`config.mk`:
```
export PLATFORM = sky130hd
export DESIGN_NAME = bin2bcd_seq
export DESIGN_NICKNAME = d
export VERILOG_FILES = /design/src/rtl/bin2bcd_seq.sv
export SDC_FILE = /design/constraint.sdc
export NUM_CORES = 1
export LEC_CHECK = 0
export ABC_CLOCK_PERIOD_IN_PS = 3600
export CORE_ASPECT_RATIO = 1.25
export CORE_UTILIZATION = 54
export DETAILED_ROUTE_END_ITERATION = 6
export GPL_ROUTABILITY_DRIVEN = 0
export PLACE_DENSITY = 0.84
export RECOVER_POWER = 100
export SLEW_MARGIN = 20
export SYNTH_ARGS = -nofsm -noshare
export SYNTH_HDL_FRONTEND = slang
export SYNTH_SLANG_ARGS = --single-unit
```
`constraint.sdc`:
```
create_clock -name clk -period 3.6 [get_ports clk]
set_clock_uncertainty 0.1 [all_clocks]
set_input_delay 0.54 -clock clk [delete_from_list [all_inputs] [get_ports clk]]
set_output_delay 0.54 -clock clk [all_outputs]
set_load 0.03 [all_outputs]
```
`src/rtl/bin2bcd_seq.sv`:
```
// rtl/bin2bcd_seq.sv - sequential shift-and-add-3 binary-to-BCD converter, one bit per clock
// Optional two's-complement input with sign output when BIN2BCD_SIGNED_EN is defined.
module bin2bcd_seq #(
    parameter int IN_W   = 14,
    parameter int DIGITS = 4
) (
    input  logic                  clk,
    input  logic                  reset,
    input  logic                  in_valid,
    output logic                  in_ready,
    input  logic [IN_W-1:0]       in_data,
    output logic                  out_valid,
    input  logic                  out_ready,
    output logic [4*DIGITS-1:0]   bcd,
    output logic [DIGITS-1:0]     lz_mask,
    output logic                  overflow
`ifdef BIN2BCD_SIGNED_EN
    ,
    output logic                  sign
`endif
);

    localparam int CW = $clog2(IN_W + 1);

    localparam logic [1:0] S_IDLE  = 2'd0;
    localparam logic [1:0] S_SHIFT = 2'd1;
    localparam logic [1:0] S_DONE  = 2'd2;

    logic [1:0]          state;
    logic [IN_W-1:0]     shreg;
    logic [CW-1:0]       cnt;
    logic [4*DIGITS-1:0] adj;
    logic [IN_W-1:0]     load_val;
    logic                upper_zero;

    assign in_ready  = (state == S_IDLE);
    assign out_valid = (state == S_DONE);

`ifdef BIN2BCD_SIGNED_EN
    // Negating the most negative value wraps onto itself, which is the correct unsigned magnitude.
    assign load_val = in_data[IN_W-1] ? ((~in_data) + IN_W'(1)) : in_data;
`else
    assign load_val = in_data;
`endif

    always_comb begin
        adj = bcd;
        for (int i = 0; i < DIGITS; i++) begin
            if (bcd[4*i +: 4] > 4'd4) begin
                adj[4*i +: 4] = bcd[4*i +: 4] + 4'd3;
            end
        end
    end

    always_comb begin
        lz_mask    = '0;
        upper_zero = 1'b1;
        for (int i = DIGITS - 1; i >= 1; i--) begin
            upper_zero = upper_zero && (bcd[4*i +: 4] == 4'd0);
            lz_mask[i] = upper_zero;
        end
    end

    always_ff @(posedge clk or posedge reset) begin
        if (reset) begin
            state    <= S_IDLE;
            shreg    <= '0;
            cnt      <= '0;
            bcd      <= '0;
            overflow <= 1'b0;
`ifdef BIN2BCD_SIGNED_EN
            sign     <= 1'b0;
`endif
        end else begin
            case (state)
                S_IDLE: begin
                    if (in_valid) begin
                        shreg    <= load_val;
                        bcd      <= '0;
                        overflow <= 1'b0;
                        cnt      <= '0;
`ifdef BIN2BCD_SIGNED_EN
                        sign     <= in_data[IN_W-1];
`endif
                        state    <= S_SHIFT;
                    end
                end
                S_SHIFT: begin
                    // A bit carried out of the top digit means the value no longer fits.
                    bcd   <= {adj[4*DIGITS-2:0], shreg[IN_W-1]};
                    if (adj[4*DIGITS-1]) begin
                        overflow <= 1'b1;
                    end
                    shreg <= shreg << 1;
                    cnt   <= cnt + CW'(1);
                    if (cnt == CW'(IN_W - 1)) begin
                        state <= S_DONE;
                    end
                end
                S_DONE: begin
                    if (out_ready) begin
                        state <= S_IDLE;
                    end
                end
                default: state <= S_IDLE;
            endcase
        end
    end

endmodule

```
# Yosys cells after proc, flatten, opt, wreduce, memory -nomap -nowiden
# Cells that the tools add are included.
[totals] ff_bits=37 rom_bits=0 latch_bits=0 memories=0 elab_cells=48 in_bits=18 ram_bits=0
[op_classes] eq_ne=7 n_addsub=5 reduce_logical=10 magnitude_cmp=4 div=0 mux=17 n_bitwise=0 shifts=0 mul=0
[ops] operator="$pmux W16 S2" n=1
[ops] operator="$pmux W14 S2" n=1
[ops] operator="$mux W4" n=5
[ops] operator="$add A4 B2 Y4 const B" n=4
[ops] operator="$gt A4 B3 Y1 const B" n=4
[ops] operator="$mux W16" n=1
[ops] operator="$mux W14" n=1
[ops] operator="$logic_not A4 Y1" n=3
[ops] operator="$pmux W4 S2" n=1
[ops] operator="$mux W2" n=3
[ops] operator="$ne A2 B2 Y1 const B" n=3
[ops] operator="$pmux W2 S3" n=1
[ops] operator="$reduce_and A3 Y1" n=2
[ops] operator="$add A4 B1 Y4 const B" n=1
[ops] operator="$eq A4 B4 Y1 const B" n=1
[ops] operator="$eq A2 B1 Y1 const B" n=1
[ops] operator="$eq A2 B2 Y1 const B" n=1
[ops] operator="$logic_and A1 B1 Y1" n=2
[ops] operator="$logic_not A2 Y1" n=1
[ops] operator="$mux W1" n=2
[ops] operator="$ne A2 B1 Y1 const B" n=1
[ops] operator="$pmux W1 S2" n=1
[ops] operator="$reduce_and A2 Y1" n=1
[ops] operator="$reduce_bool A2 Y1" n=1

# Longest topological paths before layout
[logic_depth] word_depth=4 depth_mapped=6 mapped_depth_nobuf=5

# Worst setup path before layout
# OpenSTA, ideal clock, no wires.
[synth_timing] path_type="reg-to-output" start="register bcd[12]" end="output lz_mask[1]" setup_slack_ns=0.518 path_buffers=1 arrival_time_ns=2.442 path_stages_with_launch=7 required_time_ns=2.960 path_cell_list="dfrtp_1 -> inv_1 -> ha_1 -> nor3b_1 -> and3_1 -> and3_1 -> buf_4"
[synth_between] elab_chain_len=3
[synth_lines] element="start, declared" line_no="14" text="output logic [4*DIGITS-1:0] bcd,"
[synth_lines] element="start signal, assigned" line_no="90" text="bcd <= {adj[4*DIGITS-2:0], shreg[IN_W-1]};"
[synth_lines] element="$logic_not A4 Y1" line_no="59" text="upper_zero = upper_zero && (bcd[4*i +: 4] == 4'd0);"
[synth_lines] element="via lz_mask[3]" line_no="15" text="output logic [DIGITS-1:0] lz_mask,"
[synth_lines] element="$logic_and A1 B1 Y1" line_no="59"
[synth_lines] element="via lz_mask[2]" line_no="15"
[synth_lines] element="$logic_and A1 B1 Y1" line_no="59"
[synth_lines] element="end, declared" line_no="15"
# The timed path passes the listed nets, and every way through them passes these cells.

# Worst setup path in the final report
[layout_timing] start="register bcd[12]" end="output lz_mask[1]"
[layout_between] elab_chain_len=3
[layout_lines] element="$logic_not A4 Y1" line_no="59"
[layout_lines] element="$logic_and A1 B1 Y1 (2 in a row)" line_no="59"
# Every way passes these cells.

==> impl_metrics.yaml <==
pwr:
  ir_worst_vdd_mv: 0.607
  sw_frac_of_total: 0.438
  p_int_mw: 1.15
  seqPwrFrac: 0.366
  p_comb_frac: 0.499
  power_mw: 2.06
  pwr-share-clk: 0.135
  powerDensity_nw_per_um2: 854
  switchingPower_uw: 901
  power_leakage_nw: 1.11
timing:
  rsz0062_at_grt: "false"
  fin_tns_setup_ns: 0
  finalHoldViolCount: 0
  fmax_mhz: 335
  slew_headroom: -0.285
  finalSetupViolCount: 0
  worstMarginPinSlew_ns: 1.93
  final.period_utilization: 0.828
  maxSlewViolCount: 38
  final.min_clock_period_ns: 2.98
  postLayoutSetupSlackWorst_ns: 0.618
status:
  status: "finished with violations"
  violations: "max-capacitance violations, max-slew violations"
synth:
  async_flop_share: 1.00
  mappedNetlistArea_um2: 1960
  ys_ff_latch: 37
  yosysMostFrequentCell: "dfrtp_1"
  ys_warn_count: 0
  synth_top_area_frac: 0.472
  synthFlopType: "dfrtp_1"
  synth_common_cells: "dfrtp_1 (37), nand2_1 (23), o21ai_0 (20), inv_1 (12)"
  synth_cells: 204
  synth_area_leader_cell: "dfrtp_1"
  netlist_top_cells_area: "dfrtp_1 (47%), o21ai_0 (5.1%), nand2_1 (4.4%), and3b_1 (4.0%), ha_1 (3.8%)"
  synth.yosys.seq_area_share: 0.472
  synth_edf_count: 0
  synth.avg_cell_area_um2: 9.62
  synth_nets: 228
  ys_types: 38
setup_path:
  setup.worst_path.end_class: "primary output"
  path_class: "flip-flop to primary output"
  path_max_fanout: 5
  worstPathArrival_ns: 2.34
  slowest_delay_ns: 0.73
  reg2reg_slack_ns: 1.37
  cp-start-kind: "flip-flop"
  rr_worst_depth: 4
  critPathRequiredTime_ns: 2.96
  rr_startpoint: "state[0]"
  cpMaxStageDelayCell: "dlygate4sd3_1"
  worst_r2r_endpoint: "bcd[10]"
  worst_path_most_repeated_cell: "and3_1"
  crit_chain: "inv_1, ha_1, nor3b_1, and3_1, and3_1, dlygate4sd3_1"
floorplan:
  fp.dieW_um: 55.9
  ioPinCount: 41
  core.rowCount: 24
  dieArea_um2: 3880
  coreArea_um2: 3480
  start_util: 0.564
  die_y_um: 69.4
layout:
  diodes: 0
  fin_nets: 263
  final_cell_count_no_fill: 279
  post-route-cell-area_um2: 2410
  area_delta_synth_final_pct: 22.6
  layout-drive-gt1-share: 0.0375
  n_fill_cell: 288
routing:
  drt_pre_antenna_iters: 4
  vias: 1648
  drt_iter0_markers: 76
  ant_nets: 0
  drcViolationCount: 0
  detail_route.wl_per_cell_um: 14.4
  drt_wl_total_um: 4030
  via_per_inst: 5.91
grt:
  antenna_found_initial: 0
  grt_max_degree: 38
  track_usage: 0.234
  grt.overflow.total: 0
  grt_pass1_vias: 1636
  grt_pass1_wl_um: 7150
clock_tree:
  cts_tree: "done"
  cts.sinks: 37
  cts_buffers: 5
  postCtsSetupBuffers: 0
  clk_pin_slew_ns: 0.07
  clock_latency_ns: 0.29
  clockRootBuffer: "clkbuf_8"
  htree_num_levels: 2
  clock_path_buffers: 2
  cts-resized-gates: 0
  cts_hold_buf: 0
placed_design:
  place_ws_ns: 0.972
  placed_cell_area_um2: 2340
  dp_hpwl_um: 2740
  io_buffer_count: 39
  place_inst: 271
min_path:
  hp-class: "flip-flop to flip-flop"
  hold_start: "cnt[3]"
  holdPathStages: 1
  min_to: "cnt[3]"
run:
  max_cap_violations: 1
==> layout make-up <==
class                   instances  area (um^2)  area share
multi-input cells             141          896       0.372
clock buffers                   6         72.6      0.0301
clock inverters                 2         10.0     0.00416
well taps                      39         48.8      0.0203
inverters                      12         45.0      0.0187
flip-flops and latches         37          926       0.385
repair buffers                 42          409       0.170
==> per-layer routing <==
layer / vias to the layer above / global-route usage / part of all wire
met1: 784 / 0.295 / 0.43
met2: 53 / 0.387 / 0.51
met4: 0 / 0.0894 / 0.013
met3: 7 / 0.0616 / 0.053
li1: 804 / - / -
met5: - / 0 / 0
==> critical path, delay by kind of cell (launching register included) <==
family,cells,cell delay (ns)
adder cells (fa/ha/maj),1,0.22
buffers and inverters,2,0.82
AND/OR/NAND/NOR,3,0.60
flip-flops,1,0.41
==> state kept, by name, indices dropped and copies added (netlist names) <==
signal	count
bcd	16
cnt	4
overflow	1
shreg	14
state	2
==> logic make-up (layout without fill, tap and decap cells) <==
| group | after synthesis | in the layout | synth area share |
|---|---|---|---|
| flops | 37 | 37 | 0.472 |
| buf+inv | 26 | 62 | 0.0663 |
| compound gates | 62 | 62 | 0.214 |
| mux | 4 | 4 | 0.0204 |
| simple gates | 68 | 68 | 0.188 |
| fa+ha+maj | 6 | 6 | 0.0382 |
| other cells | 1 | 1 | 0.00191 |
==> how the worst max path moves through the flow <==
stage / startpoint / end / slack (ns) / cells after the start
2_1_floorplan: bcd[12] / lz_mask[1] / 0.52 / 6
3_3_place_gp: bcd[12] / lz_mask[1] / 1.00 / 6
3_5_place_dp: bcd[13] / lz_mask[1] / 0.97 / 6
4_1_cts: bcd[13] / lz_mask[1] / 0.64 / 6
5_1_grt: bcd[13] / lz_mask[1] / 0.46 / 6
6_report: bcd[12] / lz_mask[1] / 0.62 / 6
==> placed cells by master (no fill, tap or decap), types with 5 or more instances in the layout <==
cell	synthesis	final
dfrtp_1	37	37
dlygate4sd3_1	0	24
nand2_1	23	23
o21ai_0	20	22
clkdlybuf4s50_1	0	15
inv_1	12	12
nor2_1	9	9
and3b_1	9	9
a21oi_1	9	9
nor2b_1	6	6
ha_1	6	6
a32o_1	5	5
clkbuf_8	0	5
==> metrics by stage <==
stage | hold slack, ns | utilization
2_1_floorplan | 0.346 | -
4_1_cts | 0.383 | 0.695
5_1_grt | 0.421 | 0.691
3_3_place_gp | 0.361 | 0.672
3_5_place_dp | 0.373 | 0.672
6_report | 0.387 | 0.691
==> power groups by stage <==
stage / clock (mW) / combinational (mW) / sequential [mW]
2_1_floorplan: 0 / 0.627 / 0.871
3_3_place_gp: 0 / 1.05 / 0.750
3_5_place_dp: 0 / 1.07 / 0.760
4_1_cts: 0.285 / 1.08 / 0.754
5_1_grt: 0.307 / 1.13 / 0.784
6_report: 0.278 / 1.03 / 0.752
(Power assumes the default switching activity.)
